**src/rtl/note_seq_pkg.sv**
```systemverilog
// Shared types and song-word layout for the note sequencer.
package note_seq_pkg;

    typedef enum logic [2:0] {
        S_IDLE,
        S_FETCH,
        S_LATCH,
        S_ARM,
        S_PLAY
    } state_e;

    localparam int unsigned LAST_BIT  = 15;
    localparam int unsigned REST_BIT  = 14;
    localparam int unsigned LEN_MSB   = 12;
    localparam int unsigned LEN_LSB   = 8;
    localparam int unsigned PITCH_MSB = 7;
    localparam int unsigned PITCH_LSB = 0;

    // Counter preload so that PLAY lasts max(dur, 1) cycles.
    function automatic logic [31:0] arm_value(input logic [31:0] dur);
        return (dur == '0) ? '0 : dur - 32'd1;
    endfunction

endpackage

```
**src/rtl/note_timer.sv**
```systemverilog
// Loadable 32-bit note down-counter with zero flag and articulation-gap compare.
module note_timer #(
    parameter int unsigned GAP_CYCLES = 250000
) (
    input  logic        clk_i,
    input  logic        rst_ni,
    input  logic        load_i,
    input  logic [31:0] load_val_i,
    input  logic        dec_i,
    output logic        zero_o,
    output logic        ge_gap_o
);

    logic [31:0] count_q, count_d;

    // Load has priority; decrement saturates at zero.
    always_comb begin
        count_d = count_q;
        if (load_i) begin
            count_d = load_val_i;
        end else if (dec_i && (count_q != '0)) begin
            count_d = count_q - 32'd1;
        end
    end

    // Counter register.
    always_ff @(posedge clk_i or negedge rst_ni) begin
        if (!rst_ni) begin
            count_q <= '0;
        end else begin
            count_q <= count_d;
        end
    end

    assign zero_o   = (count_q == '0);
    assign ge_gap_o = (count_q >= GAP_CYCLES);

endmodule

```
**src/rtl/note_sequencer.sv**
```systemverilog
// Song player: walks the song ROM, times each note and drives the tone generator.
module note_sequencer
    import note_seq_pkg::*;
#(
    parameter int unsigned ADDR_W     = 6,
    parameter int unsigned GAP_CYCLES = 250000
) (
    input  logic              i_clk,
    input  logic              i_rst_n,
    input  logic              i_start,
    input  logic              i_stop,
    input  logic              i_loop,
    output logic [ADDR_W-1:0] o_rom_addr,
    input  logic [15:0]       i_rom_data,
    output logic [4:0]        o_note_len,
    input  logic [31:0]       i_duration,
    output logic [7:0]        o_pitch,
    output logic              o_tone_en,
    output logic              o_note_strobe,
    output logic              o_busy
);

    localparam logic [ADDR_W-1:0] ADDR_MAX = '1;

    state_e            state_q, state_d;
    logic [ADDR_W-1:0] addr_q, addr_d;
    logic              last_q, last_d;
    logic              rest_q, rest_d;
    logic [4:0]        len_q, len_d;
    logic [7:0]        pitch_q, pitch_d;
    logic              strobe_q, strobe_d;
    logic              tmr_load, tmr_dec, tmr_zero, tmr_ge_gap;
    logic              rom_bit13_unused;

    assign rom_bit13_unused = i_rom_data[13];

    note_timer #(
        .GAP_CYCLES(GAP_CYCLES)
    ) u_timer (
        .clk_i     (i_clk),
        .rst_ni    (i_rst_n),
        .load_i    (tmr_load),
        .load_val_i(arm_value(i_duration)),
        .dec_i     (tmr_dec),
        .zero_o    (tmr_zero),
        .ge_gap_o  (tmr_ge_gap)
    );

    // Next-state, note capture and timer control; stop overrides everything.
    always_comb begin
        state_d  = state_q;
        addr_d   = addr_q;
        last_d   = last_q;
        rest_d   = rest_q;
        len_d    = len_q;
        pitch_d  = pitch_q;
        tmr_load = 1'b0;
        tmr_dec  = 1'b0;
        if ((state_q != S_IDLE) && i_stop) begin
            state_d = S_IDLE;
        end else begin
            case (state_q)
                S_IDLE: begin
                    if (i_start && !i_stop) begin
                        addr_d  = '0;
                        state_d = S_FETCH;
                    end
                end
                S_FETCH: state_d = S_LATCH;
                S_LATCH: begin
                    last_d  = i_rom_data[LAST_BIT];
                    rest_d  = i_rom_data[REST_BIT];
                    len_d   = i_rom_data[LEN_MSB:LEN_LSB];
                    pitch_d = i_rom_data[PITCH_MSB:PITCH_LSB];
                    state_d = S_ARM;
                end
                S_ARM: begin
                    tmr_load = 1'b1;
                    state_d  = S_PLAY;
                end
                S_PLAY: begin
                    if (!tmr_zero) begin
                        tmr_dec = 1'b1;
                    end else if (!last_q && (addr_q != ADDR_MAX)) begin
                        addr_d  = addr_q + ADDR_W'(1);
                        state_d = S_FETCH;
                    end else if (i_loop) begin
                        addr_d  = '0;
                        state_d = S_FETCH;
                    end else begin
                        state_d = S_IDLE;
                    end
                end
                default: state_d = S_IDLE;
            endcase
        end
        strobe_d = (state_d == S_ARM);
    end

    // State and registered outputs.
    always_ff @(posedge i_clk or negedge i_rst_n) begin
        if (!i_rst_n) begin
            state_q  <= S_IDLE;
            addr_q   <= '0;
            last_q   <= 1'b0;
            rest_q   <= 1'b0;
            len_q    <= '0;
            pitch_q  <= '0;
            strobe_q <= 1'b0;
        end else begin
            state_q  <= state_d;
            addr_q   <= addr_d;
            last_q   <= last_d;
            rest_q   <= rest_d;
            len_q    <= len_d;
            pitch_q  <= pitch_d;
            strobe_q <= strobe_d;
        end
    end

    assign o_rom_addr    = addr_q;
    assign o_note_len    = len_q;
    assign o_pitch       = pitch_q;
    assign o_note_strobe = strobe_q;
    assign o_busy        = (state_q != S_IDLE);
    assign o_tone_en     = (state_q == S_PLAY) && !rest_q && tmr_ge_gap;

endmodule

```
**config.mk**
```make
export PLATFORM = sky130hd
export DESIGN_NAME = note_sequencer
export DESIGN_NICKNAME = d
export VERILOG_FILES = /design/src/rtl/note_seq_pkg.sv /design/src/rtl/note_timer.sv /design/src/rtl/note_sequencer.sv
export SDC_FILE = /design/constraint.sdc
export NUM_CORES = 1
export LEC_CHECK = 0
export ABC_AREA = 0
export BUFFER_PORTS_ARGS = -buffer_cell sky130_fd_sc_hd__buf_2
export CORE_UTILIZATION = 33
export DETAILED_ROUTE_END_ITERATION = 6
export GPL_TIMING_DRIVEN = 0
export SYNTH_ARGS = -nofsm -noshare
export SYNTH_HDL_FRONTEND = slang
export SYNTH_SLANG_ARGS = --single-unit
export TNS_END_PERCENT = 100
```
**constraint.sdc**
```tcl
create_clock -name i_clk -period 2.7 [get_ports i_clk]
set_clock_uncertainty 0.05 [all_clocks]
set_input_delay 0.27 -clock i_clk [delete_from_list [all_inputs] [get_ports i_clk]]
set_output_delay 0.27 -clock i_clk [all_outputs]
set_load 0.1 [all_outputs]
```
==> results of run 1 <==
-- final timing paths --
path                                            startpoint                               to  slack, ns  cells past startpoint
min in group i_clk                                  i_stop             state_q[1]$_DFF_PN0_       0.10                      2
min                                                i_rst_n           o_pitch[5]$_DFFE_PN0P_      -0.04                      1
min reg2reg                         o_pitch[3]$_DFFE_PN0P_           o_pitch[3]$_DFFE_PN0P_       0.45                      1
max                        u_timer.count_q[20]$_DFFE_PN0P_                        o_tone_en       0.02                      6
max in group asynchronous                          i_rst_n  u_timer.count_q[30]$_DFFE_PN0P_       2.17                      1
max reg2reg                u_timer.count_q[20]$_DFFE_PN0P_        o_rom_addr[4]$_DFFE_PN0P_       0.15                      7
-- routing by layer --
layer | vias up | wire [µm] | track usage
li1 | 1672 | - | -
met1 | 1608 | 4800 | 0.244
met2 | 113 | 4360 | 0.279
met3 | 10 | 708 | 0.0332
met4 | 0 | 118 | 0.0676
met5 | - | 0 | 0
-- placed cells by master (no fill, tap or decap), types with 4 or more instances in the layout --
| cell | n |
|---|---|
| a21oi_1 | 7 |
| xor2_1 | 23 |
| a41oi_1 | 4 |
| clkbuf_16 | 9 |
| buf_4 | 5 |
| nand3_1 | 20 |
| nor4_1 | 13 |
| nor3_1 | 22 |
| dfrtp_1 | 57 |
| or4_1 | 9 |
| ha_1 | 5 |
| clkbuf_1 | 7 |
| nor2_1 | 34 |
| and3_1 | 8 |
| o21ai_0 | 12 |
| a31oi_1 | 5 |
| nand2_1 | 20 |
| o22ai_1 | 17 |
| xnor2_1 | 24 |
| or4_4 | 6 |
| o221ai_1 | 5 |
| mux2_2 | 15 |
| inv_1 | 5 |
| buf_2 | 76 |
| or3_1 | 10 |
| nand4_1 | 10 |
| o221a_2 | 4 |
-- logic make-up (layout without fill, tap and decap cells) --
family | after synthesis | in the layout
xor gates and xnor gates | 47 | 47
buffers and inverters | 22 | 113
muxes | 17 | 17
AOI/OAI and AO/OA | 67 | 67
and+or+nand+nor | 181 | 181
DFF | 57 | 57
adders and majority gates | 5 | 5
-- cell type report --
type                    instances  share of cell area
clock inverters                 6              0.0176
plain buffers                  15              0.0168
flip-flops and latches         57               0.305
repair buffers                 77              0.0882
clock buffers                  10              0.0489
inverters                       5             0.00401
multi-input cells             317               0.482
well taps                     140              0.0374
-- through the flow --
step                instance area [µm²]  power [W]  std cells  TNS [ns]
floorplan                          3730    0.00300        396         0
detailed placement                 4270    0.00342        609   -0.0897
global placement                   4270    0.00339        609   -0.0860
finish                             4680    0.00472        627         0
CTS                                4610    0.00466        626   -0.0899
global route                       4680    0.00496        627   -0.0505
-- state kept, by name, indices dropped and copies added (netlist names) --
register         cells
rest_q               1
u_timer.count_q     32
last_q               1
o_rom_addr           6
state_q              3
o_note_len           5
o_note_strobe        1
o_pitch              8
-- worst register-to-register path: stages, from the launching register on --
cell,delay (ns)
dfrtp_1,0.41
or4_4,0.54
buf_4,0.17
nor4_4,0.25
nand3_2,0.20
o21a_4,0.29
or4_1,0.47
o211ai_1,0.09
-- where the power goes --
group,switching [W],internal (W)
Clock,0.000399,0.000802
Sequential,0.000296,0.00116
Combinational,0.00142,0.000650
Total,0.00211,0.00261
-- repair_timing --
action                                  CTS  global route
pin swaps                                 1             6
endpoints found under the setup margin    2            26
gates resized for setup                   5            16
setup buffers                             1             3
==> flow_metrics.tcl, run 1 <==
set metrics [dict create \
    detail_route.wl_per_cell_um 15.9 \
    syn_to_final_growth_pct 25.4 \
    fin_nets 540 \
    syn_avg_cell_area_um2 9.42 \
    drtIter0Drc 248 \
    critical_path_class "reg2out" \
    synth-seq-cells 57 \
    worst_setup_path_end_kind "output pin" \
    critPathLaunchType "flip-flop" \
    min_path_type "in2async" \
    holdBufCountCts 0 \
    cts_tree "yes" \
    yosysSeqAreaShare 0.382 \
    die_x_um 108 \
    path_buf_inv 1 \
    p_leak_nw 1.88 \
    synth_fa_ha_area_frac 0.0168 \
    grt_start_max_net_pins 58 \
    synth_top_area_frac 0.382 \
    drt-total-wl_mm 9.98 \
    synth_top_flop_cell "dfrtp_1" \
    synthTopCellsByArea "dfrtp_1 (38%), xnor2_1 (5.6%), xor2_1 (5.4%)" \
    drv_slew 0 \
    clk_latency_ns 0.32 \
    worst_slack_ns 0.0167 \
    grt_pass1_vias 3224 \
    rsz0062_at_grt "yes" \
    ir_drop_mv 0.743 \
    vias 3403 \
    diodes 0 \
    drc 0 \
    relSlewSlack 0.516 \
    synth_edf_count 0 \
    status "finished, violations left" \
    violations "negative hold slack" \
    drive_gt1_frac 0.296 \
    crit_arrival_ns 2.36 \
    design.core.area_mm2 0.0109 \
    powerDensity_mw_per_mm2 1010 \
    clockBufferDepth 2 \
    grt_pass1_wl_mm 16.2 \
    critical_path.max_fanout 5 \
    grt_usage 0.178 \
    synth_top_family_by_area "simple AND/OR/NAND/NOR gates" \
    clockRootBuffer "clkbuf_16" \
    multi_input_area_mm2 0.00226 \
    period_share 0.994 \
    portBuffers 73 \
    numCtsBuffers 9 \
    yosysMostFrequentCell "dfrtp_1" \
    dr.pass1.iters 5 \
    synthMuxAreaShare 0.0506 \
    ys_types 54 \
    row_count 38 \
    synthesis.area_mm2 0.00373 \
    crit_chain "or4_4 > or4_4 > nor3_2 > o21ai_1 > and4b_1 > buf_12" \
    ant_nets 0 \
    max_stage_delay_ns 0.54 \
    synth_xor_area_frac 0.110 \
    h-tree-depth 3 \
    die_h_um 108 \
    synthSimpleGateAreaFrac 0.290 \
    min_period_ns 2.68 \
    viasPerCell 5.43 \
    finalHoldViolCount 57 \
    yosys.area.top_type "dfrtp_1" \
    synthArstFlopShare 1.00 \
    cp_slowest_cell "or4_4" \
    setup_viol_count_final 0 \
    dieArea_mm2 0.0117 \
    seqCellArea_mm2 0.00143 \
    syn_inst 396 \
    hold_slack_ns -0.0388 \
    place.gp.congestion 0.796 \
    cts_sinks 57 \
    post-route-util 0.428 \
    maxCapViolCount 0 \
    synth_warnings 0 \
    clk_pin_slew_ns 0.05 \
    start_util 0.341 \
    worst_pin_slew_ns 0.725 \
    path_delay_family "simple AND/OR/NAND/NOR gates" \
    synth_top_cells_by_count "dfrtp_1 (57), nor2_1 (35), xnor2_1 (24), nor3_1 (23), xor2_1 (23)" \
    dp_hpwl_mm 7.24 \
    antenna_found_initial 0 \
    required_ns 2.38 \
    synth_fp_nets 454 \
    crit_top_cell "or4_4" \
    ios 75 \
    place_ws_ns -0.0897 \
    grt_overflow 0 \
    maxClockFrequency_mhz 373 \
    synth_compound_area_frac 0.123 \
    fillers 1083 \
]
Power figures use the tool's default switching activity.
==> run 2, diff against run 1 <==
Settings changed: BUFFER_PORTS_ARGS -buffer_cell sky130_fd_sc_hd__buf_2 to -buffer_cell sky130_fd_sc_hd__clkbuf_2, CTS_CLUSTER_SIZE set to 30.
==> flow_metrics.tcl, run 2 (synthesis results as in run 1) <==
set metrics [dict create \
    drc 0 \
    grt_pass1_vias 3272 \
    placed_area_mm2 0.00427 \
    numCtsBuffers 9 \
    ant_nets 0 \
    critical_path.max_fanout 5 \
    clockRootBuffer "clkbuf_16" \
    worst_pin_slew_ns 0.781 \
    start_util 0.341 \
    dr.pass1.iters 4 \
    place.gp.congestion 0.792 \
    mostFrequentLayoutCells "clkbuf_2 (73), dfrtp_1 (57), nor2_1 (34)" \
    portBuffers 73 \
    regMostFlops "u_timer.count_q" \
    antenna_found_initial 0 \
    drv_slew 0 \
    holdBufCountCts 0 \
    p_leak_nw 1.90 \
    grt_start_max_net_pins 58 \
    design.core.area_mm2 0.0109 \
    grt_use_met1 0.243 \
    worst_setup_path_end_kind "output pin" \
    maxClockFrequency_mhz 367 \
    relSlewSlack 0.479 \
    min_path_type "in2async" \
    critical_path_class "reg2out" \
    syn_to_final_growth_pct 25.3 \
    critPathLaunchType "flip-flop" \
    viasPerCell 5.37 \
    design_area_mm2 0.00467 \
    rsz0062_at_grt "yes" \
    period_share 1.01 \
    largest_register_ffs 32 \
    hold_slack_ns 0.00754 \
    worst_slack_ns -0.0270 \
    drive_gt1_frac 0.299 \
    dieArea_mm2 0.0117 \
    cp-endpoint "o_tone_en" \
    rr_endpoint "o_rom_addr[4]$_DFFE_PN0P_" \
    powerDensity_mw_per_mm2 984 \
    row_count 38 \
    finalHoldViolCount 0 \
    die_x_um 108 \
    clk_pin_slew_ns 0.05 \
    mostFrequentLayoutCell "clkbuf_2" \
    place_ws_ns -0.136 \
    reg2regPathDepth 7 \
    cts_sinks 57 \
    h-tree-depth 3 \
    violations "negative setup slack" \
    status "finished, violations left" \
    startpoint "u_timer.count_q[20]$_DFFE_PN0P_" \
    met2_usage 0.277 \
    r2r_slack_ns 0.13 \
    grt_usage 0.178 \
    setup_tns_ns -0.0270 \
    met3_usage 0.0241 \
    clk_latency_ns 0.32 \
    vias 3374 \
    detail_route.wl_per_cell_um 16.0 \
    dp_hpwl_mm 7.25 \
    setup_viol_count_final 1 \
    clockBufferDepth 2 \
    ir_drop_mv 0.837 \
    die_h_um 108 \
    fillers 1087 \
    drt-total-wl_mm 10.0 \
    diodes 0 \
    grt_overflow 0 \
    cts_tree "yes" \
    crit_arrival_ns 2.41 \
    required_ns 2.38 \
    busiest_layer "met2" \
    fin_nets 542 \
    maxCapViolCount 0 \
    drtIter0Drc 276 \
    min_period_ns 2.73 \
    grt_pass1_wl_mm 16.0 \
    ios 75 \
    r2r-start "u_timer.count_q[20]$_DFFE_PN0P_" \
]
run 2: cell types whose count changed in the layout (fill, tap and decap cells not counted), sizes merged:
| cell | delta |
|---|---|
| clkinvlp | -1 |
| buf | -72 |
| bufinv | -2 |
| clkbuf | +76 |
run 2: how the worst min path moves through the flow:
stage	startpoint	depth (start not counted)	endpoint
6_report	i_rst_n	1	o_rom_addr[3]$_DFFE_PN0P_
4_1_cts	i_rst_n	1	o_rom_addr[2]$_DFFE_PN0P_
3_5_place_dp	i_rst_n	1	o_rom_addr[2]$_DFFE_PN0P_
2_1_floorplan	i_rst_n	0	last_q$_DFFE_PN0P_
3_3_place_gp	i_stop	2	state_q[1]$_DFF_PN0_
5_1_grt	i_rst_n	1	o_rom_addr[3]$_DFFE_PN0P_
run 2: cell type report:
type | count | area (µm²) | area share
clock buffers | 12 | 267 | 0.0570
multi-input cells | 317 | 2260 | 0.484
plain buffers | 15 | 78.8 | 0.0169
flip-flops and latches | 57 | 1430 | 0.305
clock inverters | 3 | 15.0 | 0.00321
inverters | 5 | 18.8 | 0.00401
repair buffers | 79 | 433 | 0.0926
well taps | 140 | 175 | 0.0375
run 2: power breakdown:
part,switching [W],internal [W],total (W)
combinational,0.00143,0.000649,0.00208
clock,0.000386,0.000685,0.00107
sequential,0.000294,0.00116,0.00145
run 2: layer usage:
metal	vias up	part of all wire
li1	1679	-
met1	1557	0.48
met4	0	0.018
met3	16	0.062
met2	122	0.44
met5	-	0
run 2: metrics by stage:
stage | power (W) | instances | util
finish | 0.00460 | 628 | 0.427
global route | 0.00485 | 628 | 0.427
CTS | 0.00455 | 625 | 0.420
detailed placement | 0.00342 | 609 | 0.391
global placement | 0.00339 | 609 | 0.391
floorplan | 0.00300 | 396 | -
run 2: worst max-delay path, cell delays in order, from the launching register on:
cell       delay, ns
dfrtp_1         0.40
or4_4           0.55
or4_4           0.48
nor3_4          0.14
o21ai_2         0.09
and4b_1         0.21
clkbuf_16       0.20
run 2: what timing repair did:
item | CTS | global route
pin swaps | 2 | 3
setup endpoints to repair | 4 | 28
resized for setup | 8 | 12
buffers inserted | 1 | 5
==> run 3, diff against run 2 <==
Settings changed: CELL_PAD_IN_SITES_DETAIL_PLACEMENT set to 1, CELL_PAD_IN_SITES_GLOBAL_PLACEMENT set to 1, PLACE_DENSITY_LB_ADDON set to 0.1.
==> flow_metrics.tcl, run 3 (synthesis results as in run 1) <==
set metrics [dict create \
    status "finished, violations left" \
    violations "negative setup slack" \
    setup_viol_count_final 1 \
    place_ws_ns -0.242 \
    maxCapViolCount 0 \
    r2r_slack_ns 0.12 \
    min_path_type "in2async" \
    start_util 0.341 \
    vias 3507 \
    multi_input_area_mm2 0.00226 \
    die_x_um 108 \
    grt_start_max_net_pins 58 \
    worst_pin_slew_ns 0.821 \
    portBuffers 73 \
    regMostFlops "u_timer.count_q" \
    reg2regPathDepth 8 \
    fin_nets 544 \
    cts_sinks 57 \
    period_share 1.01 \
    diodes 0 \
    required_ns 2.38 \
    design_area_mm2 0.00468 \
    place.gp.congestion 0.782 \
    grt_pass1_vias 3633 \
    powerDensity_mw_per_mm2 986 \
    clockBufferDepth 2 \
    critical_path.max_fanout 5 \
    worst_setup_path_end_kind "output pin" \
    p_leak_nw 1.89 \
    grt_overflow 0 \
    die_h_um 108 \
    largest_register_ffs 32 \
    mostFrequentLayoutCell "clkbuf_2" \
    ios 75 \
    maxClockFrequency_mhz 367 \
    ant_nets 0 \
    clk_latency_ns 0.33 \
    row_count 38 \
    numCtsBuffers 9 \
    viasPerCell 5.56 \
    drc 0 \
    finalHoldViolCount 0 \
    dr.pass1.iters 6 \
    mostFrequentLayoutCells "clkbuf_2 (71), dfrtp_1 (57), nor2_1 (34)" \
    placed_area_mm2 0.00427 \
    critPathLaunchType "flip-flop" \
    drt-total-wl_mm 11.3 \
    dp_hpwl_mm 8.30 \
    rsz0062_at_grt "yes" \
    place_inst 609 \
    holdBufCountCts 0 \
    clk_pin_slew_ns 0.05 \
    crit_arrival_ns 2.41 \
    r2r-start "u_timer.count_q[20]$_DFFE_PN0P_" \
    rr_endpoint "u_timer.count_q[31]$_DFFE_PN0P_" \
    drv_slew 0 \
    ir_drop_mv 0.713 \
    dieArea_mm2 0.0117 \
    h-tree-depth 3 \
    detail_route.wl_per_cell_um 18.0 \
    clockRootBuffer "clkbuf_16" \
    critical_path_class "reg2out" \
    cts_tree "yes" \
    antenna_found_initial 0 \
    relSlewSlack 0.453 \
    grt_pass1_wl_mm 18.6 \
    fillers 1278 \
    seqCellArea_mm2 0.00143 \
    drtIter0Drc 197 \
    syn_to_final_growth_pct 25.4 \
    drive_gt1_frac 0.301 \
    worst_slack_ns -0.0269 \
    post-route-util 0.428 \
    grt_usage 0.208 \
    min_period_ns 2.73 \
    fin_cells 631 \
    design.core.area_mm2 0.0109 \
]
## run 3: cell count changes in the layout (fill, tap and decap cells not counted), sizes merged
cell | previous run | this run
buf | 13 | 18
clkbuf | 93 | 89
clkinv | 3 | 4
clkinvlp | 0 | 1
## run 3: where the power goes
group,internal (W),switching (W),leakage (nW)
Sequential,0.00116,0.000299,0.735
Clock,0.000642,0.000411,0.135
Combinational,0.000649,0.00145,1.02
## run 3: what timing repair did
| action | in CTS | in global routing |
|---|---|---|
| resized for setup | 8 | 16 |
| setup buffers | 2 | 6 |
| setup endpoints to repair | 17 | 32 |
| pin swaps | 1 | 4 |
## run 3: through the flow
| stage | hold slack [ns] | TNS [ns] | power [W] |
|---|---|---|---|
| floorplan | -0.0756 | 0 | 0.00300 |
| global placement | 0.431 | -0.364 | 0.00341 |
| detailed placement | 0.401 | -0.861 | 0.00346 |
| CTS | 0.0518 | -0.189 | 0.00454 |
| global route | 0.0960 | -0.0960 | 0.00487 |
| finish | 0.0212 | -0.0269 | 0.00461 |
## run 3: area by class of cell
cell class                      instances  area share
Timing Repair Buffer                   81      0.0947
Sequential cell                        57       0.305
Buffer                                 15      0.0174
Clock inverter                          5     0.00669
Clock buffer                           11      0.0519
Multi-Input combinational cell        317       0.483
Tap cell                              140      0.0375
Inverter                                5     0.00401
## run 3: worst max path at each step
| stage | from | endpoint | cells past startpoint |
|---|---|---|---|
| after CTS | u_timer.count_q[20]$_DFFE_PN0P_ | o_tone_en | 6 |
| after detailed placement | u_timer.count_q[0]$_DFFE_PN0P_ | u_timer.count_q[20]$_DFFE_PN0P_ | 9 |
| after global placement | u_timer.count_q[0]$_DFFE_PN0P_ | u_timer.count_q[20]$_DFFE_PN0P_ | 9 |
| final | u_timer.count_q[20]$_DFFE_PN0P_ | o_tone_en | 6 |
| after global routing | u_timer.count_q[20]$_DFFE_PN0P_ | o_tone_en | 6 |
| after floorplan | o_rom_addr[0]$_DFFE_PN0P_ | o_rom_addr[4]$_DFFE_PN0P_ | 7 |
## run 3: metal layers
metal	vias to the layer above	share of wire	GRT usage
met5	-	0	0
li1	1679	-	-
met4	0	0.018	0.0714
met2	85	0.46	0.348
met1	1728	0.48	0.271
met3	15	0.041	0.0350
## run 3: critical path, stage by stage (launching register included)
cell and delay (ns):
dfrtp_1 0.41, or4_4 0.59, or4_4 0.44, nor3_2 0.12, o21ai_1 0.11, and4b_1 0.23, buf_12 0.17
